`src/rtl/led_sequencer_pkg.sv`:
```
// -----------------------------------------------------------------------------
// led_sequencer_pkg
// Shared constants for the LED sequencer and anything that drives or checks it:
//   MODE_*     : encodings of the 2-bit mode input
//   dir_e      : bounce direction (LEFT = towards bit N-1, RIGHT = towards bit 0)
//   is_onehot  : one-hot test on a zero-extended 16-bit value (N is at most 16)
// -----------------------------------------------------------------------------
package led_sequencer_pkg;

    localparam logic [1:0] MODE_UP     = 2'b00;
    localparam logic [1:0] MODE_DOWN   = 2'b01;
    localparam logic [1:0] MODE_ROT    = 2'b10;
    localparam logic [1:0] MODE_BOUNCE = 2'b11;

    // Widest legal pattern; narrower patterns are zero-extended to this width.
    localparam int MAX_W = 16;

    typedef enum logic {
        DIR_LEFT  = 1'b0,
        DIR_RIGHT = 1'b1
    } dir_e;

    // Exactly one bit set: non-zero and clearing the lowest set bit leaves zero.
    function automatic logic is_onehot(input logic [MAX_W-1:0] v);
        return (v != '0) && ((v & (v - 16'd1)) == '0);
    endfunction

endpackage

```
`src/rtl/led_sequencer_edge_detect.sv`:
```
// -----------------------------------------------------------------------------
// edge_detect
// Rising-edge detector for a level that is already synchronous to clk.
// Ports:
//   clk    : clock
//   rstn   : synchronous active-low reset; loads sig_q with RESET_VAL
//   sig_in : level to watch
//   sig_q  : sig_in delayed by one clk (tracked every cycle)
//   rise   : combinational, sig_in high while sig_q low
// RESET_VAL defaults to 1 so a level that is already high when reset is
// released is not mistaken for a fresh rising edge.
// -----------------------------------------------------------------------------
module edge_detect #(
    parameter logic RESET_VAL = 1'b1
) (
    input  logic clk,
    input  logic rstn,
    input  logic sig_in,
    output logic sig_q,
    output logic rise
);

    logic sig_d;

    always_comb begin
        sig_d = sig_in;
    end

    always_ff @(posedge clk) begin
        if (!rstn) begin
            sig_q <= RESET_VAL;
        end else begin
            sig_q <= sig_d;
        end
    end

    assign rise = sig_in & ~sig_q;

endmodule

```
`src/rtl/led_sequencer.sv`:
```
// -----------------------------------------------------------------------------
// led_sequencer
// Advances an N-bit LED pattern once per rising edge of tick_in while ena is
// high. Patterns: up counter, down counter, rotate-left, and a bouncing dot.
// Ports:
//   clk     : clock, rising edge
//   rstn    : synchronous active-low reset
//   tick_in : slow tick (e.g. prescaler clk_out), synchronous to clk
//   ena     : step enable
//   mode    : pattern select (MODE_UP / MODE_DOWN / MODE_ROT / MODE_BOUNCE)
//   leds    : current pattern, registered
//   step    : one-clk pulse on every advance
//   wrap    : one-clk pulse when a sequence wraps or the bounce reverses
// -----------------------------------------------------------------------------
module led_sequencer
    import led_sequencer_pkg::*;
#(
    parameter int N = 4
) (
    input  logic         clk,
    input  logic         rstn,
    input  logic         tick_in,
    input  logic         ena,
    input  logic [1:0]   mode,
    output logic [N-1:0] leds,
    output logic         step,
    output logic         wrap
);

    localparam logic [N-1:0] ONE = N'(1);

    logic         tick_q;
    logic         rise;
    logic         do_step;

    logic [N-1:0] leds_q, leds_d;
    logic         step_q, step_d;
    logic         wrap_q, wrap_d;
    logic [1:0]   mode_q, mode_d;
    dir_e         dir_q,  dir_d;

    logic [MAX_W-1:0] leds_ext;
    logic             legal;

    edge_detect #(
        .RESET_VAL (1'b1)
    ) u_edge (
        .clk    (clk),
        .rstn   (rstn),
        .sig_in (tick_in),
        .sig_q  (tick_q),
        .rise   (rise)
    );

    // tick_q keeps tracking while ena is low, so enabling during a high tick
    // does not create a step.
    assign do_step = rise & ena;

    // Zero-extend the pattern to the package helper's fixed width.
    genvar gi;
    generate
        for (gi = 0; gi < MAX_W; gi++) begin : g_ext
            if (gi < N) begin : g_bit
                assign leds_ext[gi] = leds_q[gi];
            end else begin : g_pad
                assign leds_ext[gi] = 1'b0;
            end
        end
    endgenerate

    assign legal = is_onehot(leds_ext);

    always_comb begin
        leds_d = leds_q;
        step_d = 1'b0;
        wrap_d = 1'b0;
        mode_d = mode_q;
        dir_d  = dir_q;

        if (do_step) begin
            step_d = 1'b1;
            mode_d = mode;
            if (mode != mode_q) begin
                // New mode: restart from its start pattern, never a wrap.
                dir_d = DIR_LEFT;
                case (mode)
                    MODE_UP:   leds_d = '0;
                    MODE_DOWN: leds_d = '1;
                    default:   leds_d = ONE;
                endcase
            end else begin
                case (mode_q)
                    MODE_UP: begin
                        leds_d = leds_q + ONE;
                        wrap_d = (leds_q == '1);
                    end
                    MODE_DOWN: begin
                        leds_d = leds_q - ONE;
                        wrap_d = (leds_q == '0);
                    end
                    MODE_ROT: begin
                        if (!legal) begin
                            leds_d = ONE;
                        end else begin
                            leds_d = {leds_q[N-2:0], leds_q[N-1]};
                            wrap_d = leds_q[N-1];
                        end
                    end
                    default: begin
                        // Bounce: the dot turns round on the step that lands
                        // on an end bit, and that step carries the wrap pulse.
                        if (!legal) begin
                            leds_d = ONE;
                            dir_d  = DIR_LEFT;
                        end else if (dir_q == DIR_LEFT) begin
                            leds_d = leds_q << 1;
                            if (leds_d[N-1]) begin
                                dir_d  = DIR_RIGHT;
                                wrap_d = 1'b1;
                            end
                        end else begin
                            leds_d = leds_q >> 1;
                            if (leds_d[0]) begin
                                dir_d  = DIR_LEFT;
                                wrap_d = 1'b1;
                            end
                        end
                    end
                endcase
            end
        end
    end

    always_ff @(posedge clk) begin
        if (!rstn) begin
            leds_q <= '0;
            step_q <= 1'b0;
            wrap_q <= 1'b0;
            mode_q <= MODE_UP;
            dir_q  <= DIR_LEFT;
        end else begin
            leds_q <= leds_d;
            step_q <= step_d;
            wrap_q <= wrap_d;
            mode_q <= mode_d;
            dir_q  <= dir_d;
        end
    end

    assign leds = leds_q;
    assign step = step_q;
    assign wrap = wrap_q;

endmodule
```
`config.mk`:
```
export PLATFORM = sky130hd
export DESIGN_NAME = led_sequencer
export DESIGN_NICKNAME = d
export VERILOG_FILES = /design/src/rtl/led_sequencer_pkg.sv /design/src/rtl/led_sequencer_edge_detect.sv /design/src/rtl/led_sequencer.sv
export SDC_FILE = /design/constraint.sdc
export NUM_CORES = 1
export LEC_CHECK = 0
export CORE_ASPECT_RATIO = 1.4
export CORE_MARGIN = 2
export CORE_UTILIZATION = 35
export CTS_BUF_LIST = sky130_fd_sc_hd__clkbuf_16
export CTS_CLUSTER_SIZE = 16
export DETAILED_ROUTE_END_ITERATION = 12
export PLACE_DENSITY_LB_ADDON = 0.25
export SYNTH_ARGS = -nofsm -noshare
export SYNTH_HDL_FRONTEND = slang
export SYNTH_SLANG_ARGS = --single-unit
```
`constraint.sdc`:
```
create_clock -name clk -period 2.1 [get_ports clk]
set_input_delay 0.63 -clock clk [delete_from_list [all_inputs] [get_ports clk]]
set_output_delay 0.63 -clock clk [all_outputs]
set_load 0.02 [all_outputs]
```
Word-level counts from Yosys, hierarchy flattened
Index checks and enable logic that the tools add are counted.
{"block": "word_totals", "word_cells": 48, "out_inout_bits": 6, "latch_bits": 0, "ram_bits": 0, "inputBits": 6, "reg_bits": 10, "rom_bits": 0, "mem_count": 0}
{"block": "classes", "n_reduce_logical": 9, "n_div": 0, "addsub": 3, "n_bitwise": 6, "shift": 0, "n_eq_ne": 6, "mux": 18, "multipliers": 0, "n_lt_le_gt_ge": 0}
{"operator": "$and A4 B16 Y16", "n": 1}
{"operator": "$logic_not A16 Y1", "n": 1}
{"operator": "$mux W4", "n": 4}
{"operator": "$reduce_bool A16 Y1", "n": 1}
{"operator": "$pmux W4 S3", "n": 1}
{"operator": "$mux W1", "n": 11}
{"operator": "$pmux W4 S2", "n": 1}
{"operator": "$reduce_or A3 Y1", "n": 2}
{"operator": "$sub A4 B1 Y5 const B", "n": 1}
{"operator": "$add A4 B1 Y4 const B", "n": 1}
{"operator": "$eq A2 B1 Y1 const B", "n": 2}
{"operator": "$eq A4 B4 Y1 const B", "n": 1}
{"operator": "$logic_not A2 Y1", "n": 2}
{"operator": "$logic_not A4 Y1", "n": 1}
{"operator": "$sub A4 B1 Y4 const B", "n": 1}
{"operator": "$not A1 Y1", "n": 3}
{"operator": "$pmux W1 S3", "n": 1}
{"operator": "$and A1 B1 Y1", "n": 2}
{"operator": "$eq A2 B2 Y1 const B", "n": 1}
{"operator": "$ne A2 B1 Y1 const B", "n": 1}
{"operator": "$ne A2 B2 Y1", "n": 1}
{"operator": "$reduce_and A2 Y1", "n": 1}
{"operator": "$logic_and A1 B1 Y1", "n": 1}

Depth between registers and ports, before layout
Gate-level depths: netlist of the first run.
{"block": "depth", "depth_word": 7, "depth_mapped": 8, "depth_no_buf": 7}

Cells and area by module
From an unflattened synthesis of the first run, not the netlist that was laid out.
{"block": "unflattened", "cells_unflattened": 95, "area_unflattened_um2": 809.5}
{"module": "led_sequencer", "n_inst": 1, "seq_area_each_um2": 180.2, "cells_each": 92, "area_each_um2": 769.5}
{"module": "edge_detect", "n_inst": 1, "seq_area_each_um2": 20.0, "cells_each": 3, "area_each_um2": 40.0}

Worst setup path before layout of the first run
No wires, ideal clock.
{"block": "synth_timing", "path_kind": "register to register", "startpoint": "register mode_q[1]", "endpoint": "register leds_q[3] (netlist: leds[3])", "arrival_ns": 1.663, "period_less_slack_ns": 1.749, "required_ns": 2.014, "path_buffers": 1, "path_slack_ns": 0.351, "setup_ns": 0.086, "path_stages_with_launch": 9, "cell_sequence": "dfxtp_1 buf_2 nor2b_1 ha_1 a21o_1 a21oi_1 xnor2_1 o211a_1 a211oi_1"}
{"block": "synth_via", "elab_chain_cells": 3, "word_cells_on_any_way": 6, "classes_between": "3 x eq/ne; 2 x mux; 1 x reduce/logical"}
{"element": "start, declared", "line_no": "led_sequencer.sv:39", "text": "logic [1:0] mode_q, mode_d;"}
{"element": "start signal, assigned", "line_no": "led_sequencer.sv:145", "text": "mode_q <= mode_d;"}
{"element": "$eq A2 B2 Y1 (tied with other cells)", "line_no": "led_sequencer.sv:92", "text": "case (mode_q)"}
{"element": "$pmux W4 S3", "line_no": "led_sequencer.sv:92"}
{"element": "$mux W4 *", "line_no": "led_sequencer.sv:83", "text": "if (mode != mode_q) begin"}
{"element": "end signal, assigned", "line_no": "led_sequencer.sv:142", "text": "leds_q <= leds_d;"}
{"element": "end, declared", "line_no": "led_sequencer.sv:36", "text": "logic [N-1:0] leds_q, leds_d;"}
Mark *: on every way between the ends. The rest lies on a longest branch, timed or not.
A chain may end at the register's enable or synchronous reset.

Worst setup path after layout of the first run
{"block": "layout_timing", "startpoint": "register leds_q[0] (netlist: leds[0])", "endpoint": "output port leds[0]"}
{"element": "end, declared", "line_no": "led_sequencer.sv:25", "text": "output logic [N-1:0] leds,"}
No word-level cell between the ends.

==> run_results.csv, run 1 <==
group,metric,value,unit
clocking,h-tree-depth,1,
cells_and_area,drive_gt1_frac,0.164,
setup_path,arrival,1.23,ns
timing,finalSetupViolCount,0,
timing,clock-skew-final,0.000444,ns
cells_and_area,final_cell_area,1010,um2
drt,post_drt_wl_per_cell,13.2,um
synth,ys_seq_area_frac,0.261,
timing,finalHoldViolCount,0,
setup_path,r2r_slack,0.43,ns
timing,fmax,537,MHz
clocking,cts-resized-gates,0,
die,die_h,59.4,um
grt,grt_use_met2,0.277,
die,start_util,0.361,
setup_path,crit_chain,"clkdlybuf4s50_1",
grt,grt_use_met1,0.156,
setup_path,worst-path-stages,1,
synth,ys.flop_type,"dfxtp_1",
drt,drtIter0Drc,13,
setup_path,cp_slowest_cell,"clkdlybuf4s50_1",
synth,synthSimpleGateAreaFrac,0.252,
die,core-area,2130,um2
placed_design,io_buffers,11,
grt,track_usage,0.150,
grt,grt_pass1_wl,2.87,mm
hold_path,min_path_type,"register to register",
grt,grt_pass1_vias,654,
drt,ant_nets,0,
grt,met3_usage,0.0183,
clocking,cts.sinks,10,
synth,netlist_area,768,um2
clocking,cts_buffer_depth,2,
cells_and_area,layout.nets,121,
pwr,power.density,606,nW/um2
timing,max_slew_margin,0.793,
clocking,cts_tree,"done",
timing,worst_pin_slew,0.309,ns
cells_and_area,fillCellCount,195,
setup_path,reg2reg_depth,7,
cells_and_area,n_antenna_cell,0,
synth,synthAdderAreaFrac,0.0586,
timing,rsz0062_at_grt,"false",
die,top_level_ports,12,
synth,synthMuxAreaShare,0.0261,
die,rows,20,
synth,synth_nets,102,
die,die_w,43.6,um
setup_path,cpPeakStageDelay,0.62,ns
synth,yosys_warnings,0,
synth,synth_compound_area_frac,0.244,
drt,first_pass_iters,3,
setup_path,path_delay_family,"buffers and inverters",
drt,wirelength,1.74,mm
status,status,"finished, final reports clean",
clocking,clkTransAtPathRegs,0.04,ns
setup_path,cp-start-kind,"register",
setup_path,endpoint_kind,"output port",
placed_design,gp_congestion,0.784,
placed_design,dp.final_hpwl,1.34,mm
grt,top_usage_layer,"met2",
die,die_area,2590,um2
drt,viasPerCell,5.42,
synth,synth_cells,93,
setup_path,path_max_fanout,3,
drt,drc,0,
drt,vias,716,
synth,synth_top_family_by_area,"simple AND/OR/NAND/NOR gates",
timing,finalSetupTns,0,ns
flow_run,drv_cap,0,
timing,final-max-slew-violation-count,0,
clocking,cts_setup_buffers,0,
clocking,ctsHoldBuffers,0,
hold_path,hold_depth,2,
grt,overflow,0,
cells_and_area,syn_to_final_growth,31.1,%
synth,yosysUniqueCellTypes,39,
setup_path,critPathKind,"register to output port",
clocking,cts_buffers,3,
pwr,peakVddDrop,0.461,mV
synth,async_flop_share,0,
clocking,insertion_delay,0.23,ns
timing,fin_crit_sh,0.886,
synth,synth_edf_count,0,
grt,antenna_found_initial,0,
pwr,leakage,0.432,nW
clocking,root_buffer,"clkbuf_16",
grt,grt_max_degree,16,
pwr,power.total,0.000610,W
timing,period_needed,1.86,ns
synth,synth-seq-cells,10,
placed_design,dpl-instance-area,932,um2
synth,synth.avg_cell_area,8.26,um2
synth,synth_xor_area_frac,0.0798,
setup_path,cp.required,1.47,ns
setup_path,path_buf_inv,1,
## cell usage in the layout (no fill, tap or decap), types with 2 or more instances in the layout
master,synthesis,routed
a21o_1,2,2
a21oi_1,3,3
a31oi_1,3,3
a41o_1,2,2
buf_4,3,10
clkbuf_16,0,3
clkdlybuf4s50_1,0,11
dfxtp_1,10,10
ha_1,2,2
inv_1,2,2
mux2i_1,2,2
nand2_1,5,5
nand2b_1,2,2
nand3_1,3,3
nor2_1,8,8
nor2b_1,4,4
nor3b_1,4,4
o211a_1,2,2
o21ai_0,5,5
o22ai_1,2,2
o31ai_1,2,2
xnor2_1,4,4
xor2_1,3,3
## worst reg2reg max path, delay by kind of cell, from the launching register on
kind,cells,cell delay (ns)
compound gates,3,0.37
buf+inv,1,0.16
fa+ha+maj,1,0.40
simple gates,2,0.32
flops,1,0.31
## layer usage
layer	routed length, um	share of wire
met1	683	0.39
met4	41	0.024
met2	977	0.56
met5	0	0
met3	36	0.021
## through the flow
stage	cells	utilization	hold slack, ns	setup WS [ns]
floorplan	93	-	0.521	0.351
global placement	129	0.438	0.649	0.119
detailed placement	129	0.438	0.656	0.0769
CTS	132	0.474	0.675	0.222
global route	132	0.474	0.699	0.195
finish	132	0.474	0.671	0.239
## cell type report
type | instances | area (um2) | area share
repair buffers | 21 | 185 | 0.184
clock buffers | 3 | 75.1 | 0.0745
inverters | 3 | 11.3 | 0.0112
flip-flops and latches | 10 | 200 | 0.199
well taps | 22 | 27.5 | 0.0273
multi-input cells | 73 | 508 | 0.504
## path summary, 6_finish.rpt
| check | endpoint | startpoint |
|---|---|---|
| worst max register to register | leds[1]$_SDFFE_PN0P_ | mode_q[0]$_SDFFE_PN0P_ |
| worst min-delay path | leds[1]$_SDFFE_PN0P_ | leds[1]$_SDFFE_PN0P_ |
| worst min register to register | leds[1]$_SDFFE_PN0P_ | leds[1]$_SDFFE_PN0P_ |
| worst max-delay path | leds[0] | leds[0]$_SDFFE_PN0P_ |
## Yosys cell counts, types with 3 or more instances
cell type,number,area (um2)
a31oi_1,3,18.8
nor2_1,8,30.0
dfxtp_1,10,200
buf_2,3,15.0
nor2b_1,4,25.0
o21ai_0,5,25.0
nand3_1,3,15.0
xor2_1,3,26.3
nand2_1,5,18.8
xnor2_1,4,35.0
nor3b_1,4,30.0
buf_4,3,22.5
a21oi_1,3,15.0
## report_power, final
part	switching (W)	internal (W)	leakage, nW
combinational	0.0000453	0.0000427	0.314
clock	0.0000779	0.000246	0.0370
sequential	0.00000271	0.000196	0.0812
## kinds of logic (layout without fill, tap and decap cells)
| family | Yosys count | after routing |
|---|---|---|
| AOI/OAI and AO/OA | 27 | 27 |
| DFF | 10 | 10 |
| adders and majority gates | 3 | 3 |
| buffers and inverters | 10 | 27 |
| and+or+nand+nor | 34 | 34 |
| muxes | 2 | 2 |
| xor gates and xnor gates | 7 | 7 |
## state kept, by name (all words and copies together) (netlist names)
signal,flops
dir_q,1
step,1
leds,4
wrap,1
mode_q,2
u_edge.sig_q,1
No activity file was read; power rests on OpenSTA's default activity.
==> run 2: changes to the inputs <==
- GPL_TIMING_DRIVEN: not set -> 1
==> results of run 2 <==
Same layout as run 1: the final DEF is identical, and so are final timing and power.
